## src/rtl/instr_fetch.sv

```systemverilog
// Instruction fetch stage: holds the PC, fetches one word per instruction over a
// req/rvalid handshake and presents it to the control decoder until it retires.
module instr_fetch #(
  parameter int              XLEN     = 32,
  parameter logic [XLEN-1:0] RESET_PC = '0
) (
  input  logic            clk,
  input  logic            rst_n,
  input  logic            pc_sel,
  input  logic [XLEN-1:0] target,
  input  logic            stall,
  output logic            imem_req,
  output logic [XLEN-1:0] imem_addr,
  input  logic            imem_rvalid,
  input  logic [XLEN-1:0] imem_rdata,
  output logic [XLEN-1:0] instr,
  output logic            instr_valid,
  output logic [XLEN-1:0] pc,
  output logic [XLEN-1:0] pc_plus4,
  output logic            misaligned
);

  localparam logic [XLEN-1:0] NOP = XLEN'(32'h0000_0013);

  typedef enum logic {FETCH, VALID} state_t;

  state_t          state, state_next;
  logic            capture, retire;
  logic [XLEN-1:0] pc_next;

  always_ff @(posedge clk or negedge rst_n) begin
    if (!rst_n) state <= FETCH;
    else        state <= state_next;
  end

  // The request is gated by rst_n so memory sees it drop the moment reset asserts.
  always_comb begin
    state_next = state;
    capture    = 1'b0;
    retire     = 1'b0;
    imem_req   = 1'b0;
    case (state)
      FETCH: begin
        imem_req = rst_n;
        if (imem_rvalid) begin
          capture    = 1'b1;
          state_next = VALID;
        end
      end
      VALID: begin
        if (!stall) begin
          retire     = 1'b1;
          state_next = FETCH;
        end
      end
      default: state_next = FETCH;
    endcase
  end

  assign pc_next = pc_sel ? {target[XLEN-1:2], 2'b00} : pc_plus4;

  always_ff @(posedge clk or negedge rst_n) begin
    if (!rst_n) begin
      pc         <= RESET_PC;
      instr      <= NOP;
      misaligned <= 1'b0;
    end else begin
      misaligned <= retire && pc_sel && (target[1:0] != 2'b00);
      if (capture) instr <= imem_rdata;
      if (retire)  pc    <= pc_next;
    end
  end

  assign instr_valid = (state == VALID);
  assign imem_addr   = pc;
  assign pc_plus4    = pc + XLEN'(4);

endmodule

```

## config.mk

```make
export PLATFORM = sky130hd
export DESIGN_NAME = instr_fetch
export DESIGN_NICKNAME = d
export VERILOG_FILES = /design/src/rtl/instr_fetch.sv
export SDC_FILE = /design/constraint.sdc
export NUM_CORES = 1
export LEC_CHECK = 0
export CELL_PAD_IN_SITES_DETAIL_PLACEMENT = 1
export CELL_PAD_IN_SITES_GLOBAL_PLACEMENT = 1
export CORE_AREA = 2 2 144 104
export CTS_CLUSTER_DIAMETER = 100
export CTS_CLUSTER_SIZE = 10
export DETAILED_ROUTE_END_ITERATION = 16
export DIE_AREA = 0 0 146 106
export MAX_ROUTING_LAYER = met4
export PLACE_DENSITY = 0.77
export SYNTH_ARGS = -nofsm -noshare
export SYNTH_HDL_FRONTEND = slang
export SYNTH_SLANG_ARGS = --single-unit
```

## constraint.sdc

```tcl
create_clock -name clk -period 2.2 [get_ports clk]
set_input_delay 0.33 -clock clk [delete_from_list [all_inputs] [get_ports clk]]
set_output_delay 0.33 -clock clk [all_outputs]
set_load 0.05 [all_outputs]
```

Word-level counts from Yosys, hierarchy flattened. Index checks and enable logic that the tools add are counted.

Output and inout port bits: 131. Flip-flop bits (word level): 66. Logic and storage cells: 17.

Bitwise logic cells: 1. $add $sub $neg: 1. Muxes and demuxes: 8. Reductions and logical operators: 3.

Operators by type and width (number): adder 32 x 3 -> 32 bit (second input constant) (1); 2-to-1 mux 32 bit (1); 2-to-1 mux 1 bit (6); logical AND 1 bit (2); one-hot mux 1 bit (2 select lines) (1); nonzero test 2 bit (1); inverter 1 bit (1).

Logic depth before layout (Yosys ltp). Gate-level depths: netlist of the first run.

Word-level depth: 4. Depth in mapped cells: 6. Mapped depth without buffers: 5.

Worst setup path after synthesis of the first run. OpenSTA, ideal clock, no wires.

Kind: reg2out. From: reg pc[3], in the netlist imem_addr[3]. To: out pc_plus4[28]. Buffers on the path: 1. Stages on the path, launching flop included: 7. Slack: -0.874 ns. Data required time: 1.870 ns. Arrival: 2.744 ns. Path through: dfrtp_1 > ha_1 > inv_1 > or4_4 > buf_6 > nor3_1 > xor2_1.

Cells in the longest elaborated chain, start to end: 1.

RTL lines: start: declaration (RTL line 18) `output logic [XLEN-1:0] pc,`; start signal: assignment (RTL line 70) `if (retire) pc <= pc_next;`; adder 32 x 3 -> 32 bit (RTL line 76) `assign pc_plus4 = pc + XLEN'(4);`; end: declaration (RTL line 19) `output logic [XLEN-1:0] pc_plus4,`.

No other way between the ends.

Worst setup path after layout of the first run.
From: reg pc[2], in the netlist imem_addr[2]. To: out pc_plus4[28].

Same word-level chain as after synthesis.

==> results of run 1 <==
## layout make-up
cell class                 instances  area [µm²]
sequential                        64        1639
clock inverter                     6       115.1
multi-input combinational        279        2580
inverter                           9       36.28
tap                              195       244.0
timing repair buffer             271        2838
fill                            1528        6565
clock buffer                      10       239.0
antenna                            1       2.502
## per-stage QoR
stage / instances / setup TNS (ns) / setup WS, ns
floorplan: 419 / -1.297 / -0.1902
global placement: 792 / 0 / 0.09844
detailed placement: 792 / 0 / 0.07498
CTS: 824 / -2.769 / -0.2892
global route: 835 / -4.228 / -0.3604
finish: 835 / -2.825 / -0.2908
## power by group through the flow
stage / Clock, W / Combinational [W] / Sequential (W)
finish: 0.00172 / 0.00543 / 0.00176
detailed placement: 0 / 0.00523 / 0.00177
global placement: 0 / 0.00516 / 0.00174
global route: 0.00181 / 0.00566 / 0.00179
floorplan: 0 / 0.00227 / 0.00283
CTS: 0.00176 / 0.00536 / 0.00175
## cell usage after synthesis (all sizes together), types with 13 or more instances
master,count,share of area [%]
dfrtp,61,38
buf,44,8.6
mux2,32,9.0
clkbuf,23,2.4
nand3,23,3.0
nand2,22,2.1
nor2,19,1.8
o21ai,16,2.0
a21oi,15,1.9
and3,15,2.4
nor3,15,1.9
xnor2,15,3.3
xor2,13,2.9
## registers in the layout (all words and copies together), names as in the netlist
signal	cells
instr_valid	1
misaligned	1
imem_addr	30
instr	32
## layer usage
layer  vias up  routed length, µm
li1       1905                  -
met1      2101               7002
met2       191               8011
met3        22               1661
met4         0                245
met5         -                  0
## critical path, cell delays in order (launching register included)
cell,delay [ns]
dfrtp_2,0.38
ha_4,0.15
inv_4,0.04
or4_4,0.64
nor3_4,0.25
xor2_4,0.20
buf_12,0.15
## cell families after synthesis
group           synth area share (%)
compound gates                 13.28
xor+xnor                       6.154
fa+ha+maj                     0.3139
buf+inv                        11.84
flops                          40.28
mux                            9.796
other cells                  0.09410
simple gates                   18.24
## final timing paths
kind,cells after the start,endpoint,from
max reg2reg,6,imem_addr[26],imem_addr[2]
min in group clk,1,instr[16],instr[16]
max in group asynchronous,2,imem_addr[4],rst_n
min reg2reg,1,instr[16],instr[16]
min,2,imem_addr[30],rst_n
max,6,pc_plus4[28],imem_addr[2]
## repair_timing
action,in CTS,in global routing
setup endpoints to repair,21,25
hold buffers,0,0
cloned,0,0
gates resized for setup,27,19
setup buffers,16,11
pin swaps,19,7
==> qor.yml, run 1 <==
power:
  p_leak_nw: 3.150
  comb_power_share_pct: 61.0
  p_int_w: 0.004689
  power_frac_clock_pct: 19.3
  peakVddDrop_mv: 0.5691
  power.share.switching_pct: 47.34
  p_sw_w: 0.004216
  p_seq_share_pct: 19.7
  total_power_w: 0.008905
  powerDensity_nw_per_um2: 1157
global_route:
  use_met3_pct: 9.013
  grt_pass1_vias: 4530
  grt_use_met2_pct: 33.93
  grt_overflow_total: 0
  grt_antenna_before_repair: 1
  grt_first_pass_wirelength_mm: 25.62
  busiest_layer: "met2"
  grt_max_degree: 65
  track_usage_pct: 21.66
  grt_use_met1_pct: 26.30
worst_setup_path:
  critPathKind: "reg -> out"
  start_kind: "register"
  arrival_ns: 2.16
  path_max_fanout: 6
  cp.required_ns: 1.87
  r2r_setup_slack_ns: 0.05
  worst_setup_path_end_kind: "output pin"
run_status:
  status: "finished with violations"
  violations: "setup timing"
timing:
  finalSetupViolCount: 18
  skew_ns: 0.006382
  post-route-min-period_ns: 2.491
  slew_headroom_pct: 41.37
  drv_slew: 0
  max_freq_mhz: 401.5
  grt_setup_unrepaired: "true"
  tightest_slew_ns: 0.8795
  fin_ws_ns: -0.2908
  hold_slack_ns: 0.3211
  hold_viol: 0
  min_period_over_period_pct: 113.2
synthesis:
  synth_cells: 414
  synth_edf_count: 0
  avgSynthCellArea_um2: 9.626
  synthesis.area_um2: 3985
  async_flop_share_pct: 100.0
  yosys_warnings: 0
  ys_dominant_reg_cell: "dfrtp_1"
  synth_cell_type_count: 58
  synth_seq_cells: 64
  yosysSeqAreaShare_pct: 40.28
clock_network:
  cts_root_buf: "clkbuf_16"
  clkLatencyLatePin_ns: 0.33
  cts_tree: "built"
  cts_max_level: 3
  clk_path_buf_depth: 2
  cts.sinks: 64
  path_clk_slew_ns: 0.06
  numCtsBuffers: 9
layout:
  layout_commonest_cell: "clkdlybuf4s50_1"
  syn_to_final_growth_pct: 93.06
  drive_gt1_share_pct: 38.97
  layout_common_cells: "154 x clkdlybuf4s50_1, 72 x buf_4, 36 x dfrtp_1"
  final_core_util_pct: 53.96
  final_cell_area_um2: 7694
  layout.nets: 704
floorplan:
  die_w_um: 146
  start_util_pct: 27.95
  dieHeight_um: 106
  fp-row-count: 37
  dieArea_um2: 15480
  io_pins: 200
  core_area_um2: 14260
routing:
  dr.pass1.iters: 4
  wl_mm: 16.92
  drt_iter0_drc: 146
  drc: 0
  wl_per_cell_um: 20.26
  vias: 4219
  drtAntennaViolNets: 0
  viasPerCell: 5.053
placed_design:
  port_buffers: 193
  gp_congestion: 0.8379
  dpl.hpwl_mm: 11.91
  placed_area_um2: 6897
job:
  drv_cap: 0
hold_path:
  hold_class: "in -> async"
Note: power is estimated with default switching activity, not from simulation.
==> inputs of run 2 (changes only) <==
- SLEW_MARGIN: default -> 20
==> results of run 2 <==
No change in the layout: final DEF, timing and power equal those of run 1.
